`src/rtl/fifo_wr_arbiter.sv`:
```
// Round-robin write-port arbiter sharing one FIFO write port among NUM_REQ requesters.
// Define WR_ARB_STATS_EN to enable the saturating full-stall cycle counter on stall_cnt.
module fifo_wr_arbiter #(
  parameter int unsigned NUM_REQ   = 4,
  parameter int unsigned DATA_W    = 8,
  parameter int unsigned MAX_BURST = 8
) (
  input  logic                        clk,
  input  logic                        reset,
  input  logic [NUM_REQ-1:0]          req_valid,
  input  logic [NUM_REQ*DATA_W-1:0]   req_data,
  output logic [NUM_REQ-1:0]          req_ready,
  input  logic                        full,
  output logic                        wr_en,
  output logic [DATA_W-1:0]           data_w,
  output logic [2:0]                  owner,
  output logic                        busy,
  output logic [15:0]                 stall_cnt
);

  localparam int unsigned CNT_W = 8;
  localparam int unsigned IDX_W = 3;

  typedef enum logic {IDLE, BURST} state_e;

  state_e             state_q, state_d;
  logic [IDX_W-1:0]   owner_q, owner_d;
  logic [IDX_W-1:0]   rr_ptr_q, rr_ptr_d;
  logic [CNT_W-1:0]   beat_cnt_q, beat_cnt_d;

  logic               own_valid;
  logic [DATA_W-1:0]  own_data;
  logic [NUM_REQ-1:0] rot_valid;
  logic               found;
  logic [IDX_W-1:0]   sel;
  logic [IDX_W:0]     pos;
  logic               beat_last;

  // Owner mux, rotated round-robin search, and next-state/output decode.
  always_comb begin
    state_d    = state_q;
    owner_d    = owner_q;
    rr_ptr_d   = rr_ptr_q;
    beat_cnt_d = beat_cnt_q;
    wr_en      = 1'b0;
    req_ready  = '0;
    data_w     = '0;
    own_valid  = 1'b0;
    own_data   = '0;
    found      = 1'b0;
    sel        = '0;
    pos        = '0;

    for (int i = 0; i < NUM_REQ; i++) begin
      if (owner_q == IDX_W'(i)) begin
        own_valid = req_valid[i];
        own_data  = req_data[i*DATA_W +: DATA_W];
      end
    end

    // Bit i of rot_valid is requester (rr_ptr + i) mod NUM_REQ.
    rot_valid = NUM_REQ'({req_valid, req_valid} >> rr_ptr_q);
    for (int i = 0; i < NUM_REQ; i++) begin
      if (!found && rot_valid[i]) begin
        found = 1'b1;
        pos   = (IDX_W+1)'(rr_ptr_q) + (IDX_W+1)'(i);
        if (pos >= (IDX_W+1)'(NUM_REQ)) pos = pos - (IDX_W+1)'(NUM_REQ);
        sel   = IDX_W'(pos);
      end
    end

    beat_last = ((CNT_W+1)'(beat_cnt_q) + (CNT_W+1)'(1)) == (CNT_W+1)'(MAX_BURST);

    case (state_q)
      IDLE: begin
        if (found) begin
          state_d    = BURST;
          owner_d    = sel;
          beat_cnt_d = '0;
        end
      end
      BURST: begin
        wr_en  = own_valid & ~full;
        data_w = own_data;
        for (int i = 0; i < NUM_REQ; i++) begin
          if (owner_q == IDX_W'(i)) req_ready[i] = ~full;
        end
        if (wr_en) beat_cnt_d = beat_cnt_q + CNT_W'(1);
        // Release on dropped valid or on the final beat of a full-length burst.
        if (!own_valid || (wr_en && beat_last)) begin
          state_d    = IDLE;
          owner_d    = '0;
          beat_cnt_d = '0;
          rr_ptr_d   = (owner_q == IDX_W'(NUM_REQ-1)) ? '0 : owner_q + IDX_W'(1);
        end
      end
      default: state_d = IDLE;
    endcase
  end

  always_ff @(posedge clk or posedge reset) begin
    if (reset) begin
      state_q    <= IDLE;
      owner_q    <= '0;
      rr_ptr_q   <= '0;
      beat_cnt_q <= '0;
    end else begin
      state_q    <= state_d;
      owner_q    <= owner_d;
      rr_ptr_q   <= rr_ptr_d;
      beat_cnt_q <= beat_cnt_d;
    end
  end

  assign owner = owner_q;
  assign busy  = (state_q == BURST);

`ifdef WR_ARB_STATS_EN
  logic [15:0] stall_cnt_q, stall_cnt_d;

  // Counts cycles where the owner wants to write but the FIFO is full.
  always_comb begin
    stall_cnt_d = stall_cnt_q;
    if ((state_q == BURST) && own_valid && full && (stall_cnt_q != 16'hFFFF))
      stall_cnt_d = stall_cnt_q + 16'd1;
  end

  always_ff @(posedge clk or posedge reset) begin
    if (reset) stall_cnt_q <= '0;
    else       stall_cnt_q <= stall_cnt_d;
  end

  assign stall_cnt = stall_cnt_q;
`else
  assign stall_cnt = '0;
`endif

endmodule

```
`config.mk`:
```
export PLATFORM = sky130hd
export DESIGN_NAME = fifo_wr_arbiter
export DESIGN_NICKNAME = d
export VERILOG_FILES = /design/src/rtl/fifo_wr_arbiter.sv
export SDC_FILE = /design/constraint.sdc
export NUM_CORES = 1
export LEC_CHECK = 0
export CAP_MARGIN = 20
export CORE_MARGIN = 2
export CORE_UTILIZATION = 47
export CTS_BUF_LIST = sky130_fd_sc_hd__clkbuf_8
export DETAILED_ROUTE_END_ITERATION = 12
export PLACE_DENSITY = 0.89
export SYNTH_ARGS = -nofsm -noshare
export SYNTH_HDL_FRONTEND = slang
export SYNTH_SLANG_ARGS = --single-unit
```
`constraint.sdc`:
```
create_clock -name clk -period 4.5 [get_ports clk]
set_input_delay 0.9 -clock clk [delete_from_list [all_inputs] [get_ports clk]]
set_output_delay 0.9 -clock clk [all_outputs]
set_load 0.1 [all_outputs]
```
Word-level counts from Yosys, hierarchy flattened
Index checks and enable logic that the tools add are counted.
W data, S select, Z words.
{"block": "totals", "ff_bits": 15}
{"block": "classes", "n_addsub": 10, "magnitude_cmp": 4, "n_eq_ne": 7, "n_shift": 1, "muxes": 38, "bitwise_logic": 3, "n_reduce_logical": 13}
{"op": "$mux W8", "n": 8}
{"op": "$mux W3", "n": 11}
{"op": "$pmux W8 S2", "n": 1}
{"op": "$mux W1", "n": 15}
{"op": "$ge A4 B3 Y1 const B", "n": 3}
{"op": "$sub A3 B3 Y3 const B", "n": 4}
{"op": "$add A8 B1 Y9 const B", "n": 1}
{"op": "$eq A9 B4 Y1 const B", "n": 1}
{"op": "$add A3 B2 Y4 const B", "n": 2}
{"op": "$add A8 B1 Y8 const B", "n": 1}
{"op": "$shr A8 B3 Y4", "n": 1}
{"op": "$eq A3 B2 Y1 const B", "n": 2}
{"op": "$pmux W3 S2", "n": 1}
{"op": "$reduce_and A2 Y1", "n": 3}
{"op": "$add A3 B1 Y4 const B", "n": 1}
{"op": "$logic_and A1 B1 Y1", "n": 4}
{"op": "$logic_not A1 Y1", "n": 4}
{"op": "$mux W4", "n": 1}
{"op": "$add A3 B1 Y3 const B", "n": 1}
{"op": "$eq A3 B1 Y1 const B", "n": 1}
{"op": "$ge A3 B3 Y1 const B", "n": 1}
{"op": "$logic_not A3 Y1", "n": 1}
{"op": "$ne A3 B1 Y1 const B", "n": 1}
{"op": "$ne A2 B1 Y1 const B", "n": 1}
{"op": "other kinds (5)", "n": 6}

Logic depth before layout (Yosys ltp)
{"block": "depth", "word_depth": 13, "depth_mapped": 8}

Least setup slack after synthesis
Ideal clock, no wire load.
{"block": "synth_timing", "path_type": "reg2out", "startpoint": "reg owner_q[0] (netlist: owner[0])", "endpoint": "out req_ready[3]", "arrival_time_ns": 4.758, "required_time_ns": 3.600, "setup_slack_ns": -1.158, "path_stages_with_launch": 4, "path_buffers": 0, "cell_sequence": "dfrtp_1 -> ha_1 -> clkinv_1 -> nor4b_1"}
{"block": "synth_via", "elab_chain_cells": 3}
{"item": "from (decl)", "line": "27", "source": "logic [IDX_W-1:0] owner_q, owner_d;"}
{"item": "from (signal assigned)", "line": "109", "source": "owner_q <= owner_d;"}
{"item": "$eq A3 B2 Y1", "line": "86", "source": "if (owner_q == IDX_W'(i)) req_ready[i] = ~full;"}
{"item": "$mux W1", "line": "86"}
{"item": "$mux W4", "line": "74", "source": "case (state_q)"}
{"item": "to (decl)", "line": "12", "source": "output logic [NUM_REQ-1:0] req_ready,"}
Every way passes these cells.

Worst setup path in the final report
{"block": "layout_timing", "startpoint": "in req_valid[0]", "endpoint": "out wr_en"}
{"block": "layout_via", "elab_chain_cells": 6}
{"item": "from (decl)", "line": "10", "source": "input logic [NUM_REQ-1:0] req_valid,"}
{"item": "$mux W1 (4 in series)", "line": "55", "source": "if (owner_q == IDX_W'(i)) begin"}
{"item": "$and A1 B1 Y1", "line": "83", "source": "wr_en = own_valid & ~full;"}
{"item": "$mux W1", "line": "74"}
{"item": "to (decl)", "line": "14", "source": "output logic wr_en,"}
Every way passes these cells.

==> out/qor.yml <==
global_route:
  grt_usage: 0.219
  grt_pass1_vias: 1623
  grt_start_max_net_pins: 20
  grt_pass1_wl_um: 7240
  antenna_found_initial: 0
  grt.overflow.total: 0
worst_setup_path:
  critPathLaunch: "req_valid[0]"
  crit_chain: "clkdlybuf4s50_1 -> and3b_1 -> a2111oi_2 -> nor4_4 -> buf_4"
  required_ns: 3.60
  max_stage_delay_ns: 0.57
  reg2reg_depth: 6
  timing.rr.end: "rr_ptr_q[0]"
  cp_slowest_cell: "clkdlybuf4s50_1"
  end_kind: "output pin"
  cp-start-kind: "primary input"
  rrSetupSlack_ns: 1.60
  arrival_ns: 2.68
  crit_path_max_fanout: 8
  r2r-start: "owner[0]"
  crit_type: "primary input to output pin"
synth:
  synth_warnings: 0
  synth_area_per_cell_um2: 7.55
  ys_ff_latch: 15
  yosysSeqAreaShare: 0.233
  syn_area_mm2: 0.00161
  ys_async_sr_fraction: 1.00
  ys.flop_type: "dfrtp_1"
  yosysUniqueCellTypes: 52
  synth-edff-count: 0
  syn_inst: 213
routing:
  vias: 1690
  drc: 0
  wire_per_inst_um: 13.8
  drt-total-wl_um: 4260
  via_per_inst: 5.47
  ant_nets: 0
  drtIter0Drc: 123
  first_pass_iters: 4
run:
  drv_cap: 0
hold_path:
  min_path_type: "flop to flop"
  min-delay-start: "beat_cnt_q[7]"
  holdPathStages: 1
  holdPathEnd: "beat_cnt_q[7]"
clock_network:
  ctsHoldBuffers: 0
  cts_setup_buffers: 0
  h-tree-depth: 1
  clockBufferDepth: 2
  numCtsBuffers: 3
  clockRootBuffer: "clkbuf_8"
  cts_resized: 0
  clk_latency_ns: 0.25
  clock-sinks: 15
  clk_pin_slew_ns: 0.06
  tritoncts: "done"
pwr:
  combPwrFrac: 0.782
  p_total_uw: 1600
  netSwitchingPower_uw: 1010
  pwr-share-seq: 0.148
  clockPowerShare: 0.070
  p_leak_uw: 0.000921
  power.share.switching: 0.631
  vdd_drop_max_uv: 331
  p_int_uw: 591
  powerDensity_mw_per_mm2: 741
floorplanning:
  ios: 72
  die_w_um: 62.5
  die_h_um: 62.5
  num_rows: 21
  start_util: 0.486
  core_mm2: 0.00331
  dieArea_mm2: 0.00391
sta:
  final_max_slew_viol_count: 0
  grt_setup_unrepaired: "no"
  worst_pin_slew_ns: 0.978
  maxSlewHeadroom: 0.346
  layout_worst_path_cycle_share: 0.795
  min_period_ns: 3.58
  hold_viol: 0
  setup_viol: 0
  fmaxAchievable_ghz: 0.280
  tns_ns: 0
  skew_ns: 0.00484
place:
  portBuffers: 55
  gp_congestion: 0.915
  dpl.hpwl_um: 3230
cells_and_area:
  nets: 309
  fillers: 300
  syn2layout_area_growth_pct: 34.1
  diodes: 0
  drive_above_1_share: 0.106
outcome:
  outcome: "finished, final reports clean"
flip-flops by register name, summed over array words and instances, names as in the netlist:
name / flops
beat_cnt_q: 8
owner: 3
rr_ptr_q: 3
busy: 1
layout make-up:
cell class | count | area, um^2 | area share
Clock buffer | 3 | 41.3 | 0.0191
Clock inverter | 1 | 7.51 | 0.00348
Inverter | 14 | 52.6 | 0.0243
Multi-Input combinational cell | 175 | 1110 | 0.512
Sequential cell | 15 | 375 | 0.174
Tap cell | 46 | 57.6 | 0.0267
Timing Repair Buffer | 55 | 518 | 0.240
through the flow:
| stage | area [um^2] | hold slack, ns | utilization | setup WS [ns] | instances |
|---|---|---|---|---|---|
| floorplan | 1680 | 0.453 | - | 0.119 | 228 |
| global placement | 2110 | 0.482 | 0.637 | 1.00 | 305 |
| detailed placement | 2110 | 0.480 | 0.637 | 0.968 | 305 |
| CTS | 2160 | 0.496 | 0.652 | 0.961 | 309 |
| global route | 2160 | 0.528 | 0.652 | 0.723 | 309 |
| finish | 2160 | 0.502 | 0.652 | 0.925 | 309 |
metal layers:
metal  GRT usage  share of wire
met5           0              0
met4      0.0694          0.017
met3      0.0414          0.061
met2       0.386           0.49
met1       0.269           0.43
cells in the final DEF, fill, tap and decap left out, types with 6 or more instances in the layout:
master,synthesis,final
clkdlybuf4s50_1,0,42
nand2_1,31,31
a21oi_1,21,20
conb_1,1,16
dfrtp_1,15,15
inv_1,13,13
buf_4,16,13
o21ai_0,11,11
nor2_1,9,9
and3b_1,8,8
nor3_1,8,8
nand3_1,6,6
ha_1,6,6
cells by family after synthesis:
kind of cell | Yosys count | synth area share
flip-flops | 15 | 0.233
multiplexers | 7 | 0.0560
XOR/XNOR | 1 | 0.00544
AND/OR/NAND/NOR | 85 | 0.284
buffers and inverters | 38 | 0.126
adder cells (fa/ha/maj) | 6 | 0.0467
AO/OA/AOI/OAI | 60 | 0.247
other | 1 | 0.00233
synth_stat cells, types with 2 or more instances:
cell      instances  area (um^2)
nand2_1          31          116
a21oi_1          21          105
buf_4            16          120
dfrtp_1          15          375
inv_1            13         48.8
o21ai_0          11         55.1
nor2_1            9         33.8
and3b_1           8         70.1
clkbuf_1          8         30.0
nor3_1            8         40.0
ha_1              6         75.1
nand3_1           6         30.0
a31oi_1           3         18.8
and2_1            3         18.8
and3_1            3         18.8
mux2i_1           3         30.0
nand2b_1          3         18.8
nor2b_1           3         18.8
o211ai_1          3         22.5
o221ai_1          3         26.3
a221oi_1          2         17.5
mux2_2            2         22.5
nand3b_1          2         15.0
nor4_1            2         12.5
o22ai_1           2         12.5
power by group through the flow:
stage	Clock, uW	Sequential, uW	Combinational (uW)
detailed placement	0	238	1250
CTS	115	235	1250
finish	112	237	1250
global route	120	245	1340
global placement	0	236	1240
floorplan	0	290	963
worst max-delay path: cells and delay by family:
kind                   cells  cell delay (ns)
buffers and inverters      2             0.95
and+or+nand+nor            2             0.73
AOI/OAI and AO/OA          1             0.08
worst max-delay path by stage:
| stage | end | slack, ns |
|---|---|---|
| after global routing | wr_en | 0.72 |
| after global placement | wr_en | 1.00 |
| after CTS | wr_en | 0.96 |
| final | wr_en | 0.92 |
| after floorplan | data_w[0] | 0.12 |
| after detailed placement | wr_en | 0.97 |
No activity file was read; power rests on OpenSTA's default activity.
